$ cat src/rtl/ysyx_22041412_hazard_unit.sv
// ysyx_22041412 hazard unit: scoreboard of in-flight destinations,
// operand forwarding to ID, and per-stage hold/bubble/flush control.
module ysyx_22041412_hazard_unit #(
    parameter int XLEN   = 64,
    parameter int NSTAGE = 3,
    parameter int NREAD  = 2,
    parameter int CNTW   = 32
) (
    input  logic                    clk,
    input  logic                    rst,
    input  logic                    id_valid,
    input  logic [NREAD*5-1:0]      id_rs,
    input  logic [NREAD-1:0]        id_rs_use,
    input  logic [4:0]              id_rd,
    input  logic                    id_rd_we,
    input  logic [NREAD*XLEN-1:0]   rf_rdata,
    input  logic [NSTAGE*XLEN-1:0]  st_data,
    input  logic [NSTAGE-1:0]       st_data_ok,
    input  logic                    ex_busy,
    input  logic                    mem_busy,
    input  logic                    redirect,
    output logic [NREAD*XLEN-1:0]   fwd_data,
    output logic [NSTAGE+1:0]       hold,
    output logic                    bubble_ex,
    output logic                    flush_id,
    output logic [CNTW-1:0]         stall_cnt
);

    typedef struct packed {
        logic       v;
        logic [4:0] rd;
        logic       we;
    } sb_t;

    sb_t              sb [NSTAGE];
    logic [NREAD-1:0] hz;
    logic             hazard;
    logic             stall_inc;

    // Youngest-producer search per read port; unfinished producer raises hz.
    always_comb begin
        fwd_data = rf_rdata;
        hz       = '0;
        for (int r = 0; r < NREAD; r++) begin
            logic [4:0] rs;
            logic       hit;
            rs  = id_rs[5*r +: 5];
            hit = 1'b0;
            if (rst && id_rs_use[r]) begin
                if (rs == 5'd0) begin
                    fwd_data[r*XLEN +: XLEN] = '0;
                end else begin
                    for (int k = 0; k < NSTAGE; k++) begin
                        if (!hit && sb[k].v && sb[k].we && sb[k].rd == rs) begin
                            hit = 1'b1;
                            if (st_data_ok[k])
                                fwd_data[r*XLEN +: XLEN] = st_data[k*XLEN +: XLEN];
                            else
                                hz[r] = 1'b1;
                        end
                    end
                end
            end
        end
    end

    assign hazard    = rst & id_valid & (|hz);
    assign stall_inc = hazard & ~redirect & ~mem_busy & ~ex_busy;

    // Hold priority: memory stall, then EX multi-cycle, then data hazard.
    always_comb begin
        hold      = '0;
        bubble_ex = 1'b0;
        flush_id  = 1'b0;
        if (rst) begin
            flush_id = redirect;
            if (mem_busy) begin
                hold = '1;
            end else if (ex_busy) begin
                hold[2:0] = 3'b111;
            end else if (hazard) begin
                bubble_ex = 1'b1;
                if (!redirect)
                    hold[1:0] = 2'b11;
            end
        end
    end

    // Scoreboard shift and saturating data-hazard stall counter.
    always_ff @(posedge clk or negedge rst) begin
        if (!rst) begin
            for (int k = 0; k < NSTAGE; k++)
                sb[k] <= '0;
            stall_cnt <= '0;
        end else begin
            if (!mem_busy) begin
                for (int k = 1; k < NSTAGE; k++)
                    sb[k] <= (ex_busy && k == 1) ? '0 : sb[k-1];
                if (!ex_busy)
                    sb[0] <= {id_valid & ~flush_id & ~bubble_ex,
                              id_rd, id_rd_we};
            end
            if (stall_inc && !(&stall_cnt))
                stall_cnt <= stall_cnt + CNTW'(1);
        end
    end

endmodule

$ cat config.mk
export PLATFORM = sky130hd
export DESIGN_NAME = ysyx_22041412_hazard_unit
export DESIGN_NICKNAME = d
export VERILOG_FILES = /design/src/rtl/ysyx_22041412_hazard_unit.sv
export SDC_FILE = /design/constraint.sdc
export NUM_CORES = 1
export LEC_CHECK = 0
export BUFFER_PORTS_ARGS = -buffer_cell sky130_fd_sc_hd__buf_2
export CAP_MARGIN = 20
export CORE_AREA = 2 2 200 202
export CTS_BUF_LIST = sky130_fd_sc_hd__clkbuf_4 sky130_fd_sc_hd__clkbuf_8
export DETAILED_ROUTE_END_ITERATION = 10
export DIE_AREA = 0 0 202 204
export RECOVER_POWER = 100
export SLEW_MARGIN = 10
export SYNTH_ARGS = -nofsm -noshare
export SYNTH_HDL_FRONTEND = slang
export SYNTH_SLANG_ARGS = --single-unit
$ cat constraint.sdc
create_clock -name clk -period 3.3 [get_ports clk]
set_clock_uncertainty 0.15 [all_clocks]
set_input_delay 0.495 -clock clk [delete_from_list [all_inputs] [get_ports clk]]
set_output_delay 0.495 -clock clk [all_outputs]
set_load 0.05 [all_outputs]
### Yosys cells after proc, flatten, opt, wreduce, memory -nomap -nowiden

Index checks and enable logic that the tools add are counted.

* register bits: 53
* word-level logic and storage cells: 113
* output and inout port bits: 167
* bits of input ports: 347

* mux-type cells: 56
* equal/unequal tests: 6
* add/subtract/negate cells: 1
* bitwise logic cells: 12
* reduce and logical (&&, ||, !) cells: 28

Operator list (number)
* $mux 64: 16
* $mux 1: 33
* $add 32x1->32 const B: 1
* $reduce_and 32->1: 1
* $eq 5x5->1: 6
* $logic_and 1x1->1: 18
* $logic_not 5->1: 2
* $mux 2: 4
* $and 1x1->1: 7
* $mux 7: 1
* $logic_not 1->1: 5
* $mux 5: 1
* $not 1->1: 5
* $mux 3: 1
* $reduce_and 2->1: 1
* $reduce_or 2->1: 1

### Logic depth before layout (Yosys ltp)

* word-level depth: 27
* mapped depth: 10
* mapped depth without buffers: 8

### Worst setup path before layout

Ideal clock, no wire load.

* path type: in2out
* from: in id_rs[7]
* to: out fwd_data[66]
* data arrival time: 3059 ps
* cell stages on the path: 9
* slack: -404 ps
* required time: 2655 ps
* path through: xnor2_1 -> nand3_1 -> or4_1 -> buf_2 -> buf_2 -> mux2i_1 -> nand2_1 -> o21ai_0 -> o21ai_0

* cells in the longest elaborated chain, start to end: 19
* elaborated cells between the ends (all ways): 26

Ends and longest elaborated chain
* from (decl): line 12 `input logic [NREAD*5-1:0] id_rs,`
* $eq 5x5->1: line 54 `if (!hit && sb[k].v && sb[k].we && sb[k].rd == rs) begin`
* $logic_and 1x1->1: line 54
* $mux 1: line 54
* $mux 1: line 50 `if (rs == 5'd0) begin`
* $mux 1: line 49 `if (rst && id_rs_use[r]) begin`
* $logic_not 1->1: line 54
* $logic_and 1x1->1 (3 in a row): line 54
* $mux 1: line 54
* $mux 1: line 50
* $mux 1: line 49
* $logic_not 1->1: line 54
* $logic_and 1x1->1 (3 in a row): line 54
* $mux 64: line 54
* $mux 64 (*): line 50
* $mux 64 (*): line 49
* to (decl): line 22 `output logic [NREAD*XLEN-1:0] fwd_data,`

Mark *: on every way between the ends. The rest lies on a longest branch, timed or not. The select of a mux whose other input is x is not followed.

### Final worst setup path

* from: reg sb[18] (netlist bit)
* to: out fwd_data[122]

* cells in the longest elaborated chain, start to end: 19
* elaborated cells between the ends (all ways): 23

Ends and longest elaborated chain
* from (decl): line 35 `sb_t sb [NSTAGE];`
* from (signal, indexed assignment): line 98 `sb[k] <= (ex_busy && k == 1) ? '0 : sb[k-1];`
* $eq 5x5->1 (*): line 54
* $logic_and 1x1->1 (*): line 54
* $mux 1: line 54
* $mux 1: line 50
* $mux 1: line 49
* $logic_not 1->1: line 54
* $logic_and 1x1->1 (3 in a row): line 54
* $mux 1: line 54
* $mux 1: line 50
* $mux 1: line 49
* $logic_not 1->1: line 54
* $logic_and 1x1->1 (3 in a row): line 54
* $mux 64 (*): line 54
* $mux 64 (*): line 50
* $mux 64 (*): line 49

Marked as above.

==> impl_metrics.tcl <==
set metrics [dict create \
    yosysWarnings 0 \
    insertion_delay_ps 310 \
    grt_pass1_vias 10900 \
    grtUsageTotal 0.230 \
    fmax_mhz 300 \
    synth_common_cells "o21ai_0 (237), nand2_1 (207), mux2i_1 (113)" \
    drive_gt1_frac 0.449 \
    ant_nets 0 \
    dp_slack_ps -104 \
    dp_hpwl_um 38400 \
    cts_tree "done" \
    gr-usage-met2 0.370 \
    ys_ff_latch 53 \
    hold_viol 0 \
    grt_overflow_total 0 \
    rsz0062_at_grt "true" \
    grt_max_degree 65 \
    yosysTopAreaCellShare 0.173 \
    critPathRequiredTime_ps 2650 \
    ir_worst_vdd_mv 0.227 \
    holdWs_ps 201 \
    synthTopCellsByArea "dfrtp_1 (17%), o21ai_0 (15%), mux2i_1 (15%), nand2_1 (10%), a32oi_1 (7.3%)" \
    fp.dieH_um 204 \
    gr-usage-met3 0.0466 \
    fp.coreArea_sq_um 39200 \
    crit_type "reg2out" \
    use_met1 0.295 \
    die-area_sq_um 41200 \
    multi_input_area_sq_um 6670 \
    utilization 0.342 \
    post-route-period-util 1.01 \
    cap_violations 0 \
    drt_iter0_markers 947 \
    critPathLaunchType "flop" \
    grt_busiest_layer "met2" \
    htreeDepth 2 \
    clk_path_buf_depth 2 \
    viasPerCell 5.37 \
    tns_ps -282 \
    cts_made_buffers 5 \
    wl_per_cell_um 23.8 \
    synth.largest_area_cell "dfrtp_1" \
    p_leak_nw 6.81 \
    synthCells 1144 \
    synth.distinct_cells 44 \
    slew-limit-headroom 0.235 \
    fin_crit_ps 3340 \
    numPortBuffers 513 \
    cellPowerDensity_nw_per_um2 226 \
    synth_area_sq_um 7670 \
    worstPathArrival_ps 2690 \
    hold_buffers 0 \
    max_slew.worst_pin.slew_ps 1150 \
    async_reset_ff_frac 1.00 \
    fin_nets 1999 \
    synth_most_common_cell "o21ai_0" \
    end_kind "primary output" \
    clk_pin_slew_ps 100 \
    p_total_w 0.00303 \
    vias 11800 \
    synth_nets 1492 \
    status "finished, violations left" \
    ys_seq_area_frac 0.173 \
    synth_edf_count 0 \
    synthFlopType "dfrtp_1" \
    rows 73 \
    fillers 4129 \
    first_pass_iters 6 \
    cts.sinks 53 \
    setup_slack_ps -38.2 \
    initial_utilization 0.196 \
    grt_pass1_wl_um 72300 \
    syn2layout_area_growth_pct 74.9 \
    hp-class "in2async" \
    setup_violations 18 \
    die_x_um 202 \
    syn_avg_cell_area_sq_um 6.70 \
    ios 514 \
    cts-root-buf "clkbuf_8" \
    gp_congestion 1.00 \
    violations "setup timing" \
    report.final.slew_viol_count 0 \
    drc_errors 0 \
    worst-path-max-fanout 6 \
    routed_wirelength_um 52300 \
    seq_area_sq_um 1330 \
    antenna_found_initial 28 \
]
## registers in the layout, summed over array words and instances (netlist names)
| name | count |
|---|---|
| sb | 21 |
| stall_cnt | 32 |
## power breakdown
| part | switching [W] | total (W) | internal (W) |
|---|---|---|---|
| logic | 0.00114 | 0.00184 | 0.000700 |
| registers | 0.0000446 | 0.000725 | 0.000680 |
| clock network | 0.000232 | 0.000460 | 0.000227 |
## cell type report
class | instances | share of cell area
Clock inverter | 3 | 0.00345
Antenna cell | 25 | 0.00466
Multi-Input combinational cell | 982 | 0.497
Tap cell | 525 | 0.0490
Timing Repair Buffer | 607 | 0.341
Sequential cell | 53 | 0.0994
Inverter | 2 | 0.000560
Clock buffer | 5 | 0.00513
## worst max-delay path: stages (launching register included)
cell	delay, ps
dfrtp_2	460
xnor2_1	190
nand3_2	110
or4_4	560
buf_12	180
buf_6	120
buf_8	130
mux2i_1	120
nand2_1	90
o21ai_2	60
o21ai_2	160
buf_6	180
## worst paths after layout
check / slack [ps] / cells after the start / endpoint / from
max: -40 / 11 / fwd_data[122] / sb[18]
min: 200 / 2 / sb[10] / rst
max reg2reg: 70 / 11 / stall_cnt[1] / sb[18]
min reg2reg: 340 / 1 / stall_cnt[6] / stall_cnt[6]
max in group asynchronous: 1730 / 2 / sb[17] / rst
min in group clk: 230 / 3 / sb[16] / id_rd[1]
## stage by stage
stage               area (sq um)  cells
CTS                        12500   2158
global placement           11500   2136
detailed placement         11500   2136
global route               13400   2197
finish                     13400   2202
floorplan                   7800   1144
## routing by layer
metal | vias to the layer above | wire, um | part of all wire
li1 | 5242 | - | -
met1 | 5598 | 20700 | 0.39
met2 | 791 | 24100 | 0.46
met3 | 180 | 4470 | 0.085
met4 | 10 | 3080 | 0.059
met5 | - | 70 | 0.0013
## timing repair
action,4_1_cts,5_1_grt
setup endpoints to repair,131,131
gates resized for setup,220,193
gates cloned,5,7
pin swaps,14,49
buffers inserted,9,14
## cell usage in the layout (no fill, tap or decap), types with 12 or more instances in the layout
cell type,count
nor2_1,84
xor2_1,43
a32oi_1,53
nand3_1,19
dfrtp_1,48
buf_2,350
o21ai_1,76
nor3_1,21
o21ai_0,84
buf_12,30
clkbuf_1,37
mux2i_1,113
nand2_1,202
a32oi_2,12
xnor2_1,12
diode_2,25
buf_6,99
o21ai_2,75
a21oi_1,45
buf_4,71
## cell families (layout without fill, tap and decap cells)
group                    Yosys count  after routing  synth area share
AO/OA/AOI/OAI                    393            393             0.305
XOR/XNOR                          61             61            0.0697
adder cells (fa/ha/maj)            1              1           0.00163
buffers and inverters            109            617            0.0579
flip-flops                        53             53             0.173
multiplexers                     121            121             0.159
other                              0             25                 0
AND/OR/NAND/NOR                  406            406             0.233
No activity file was read; power rests on OpenSTA's default activity.
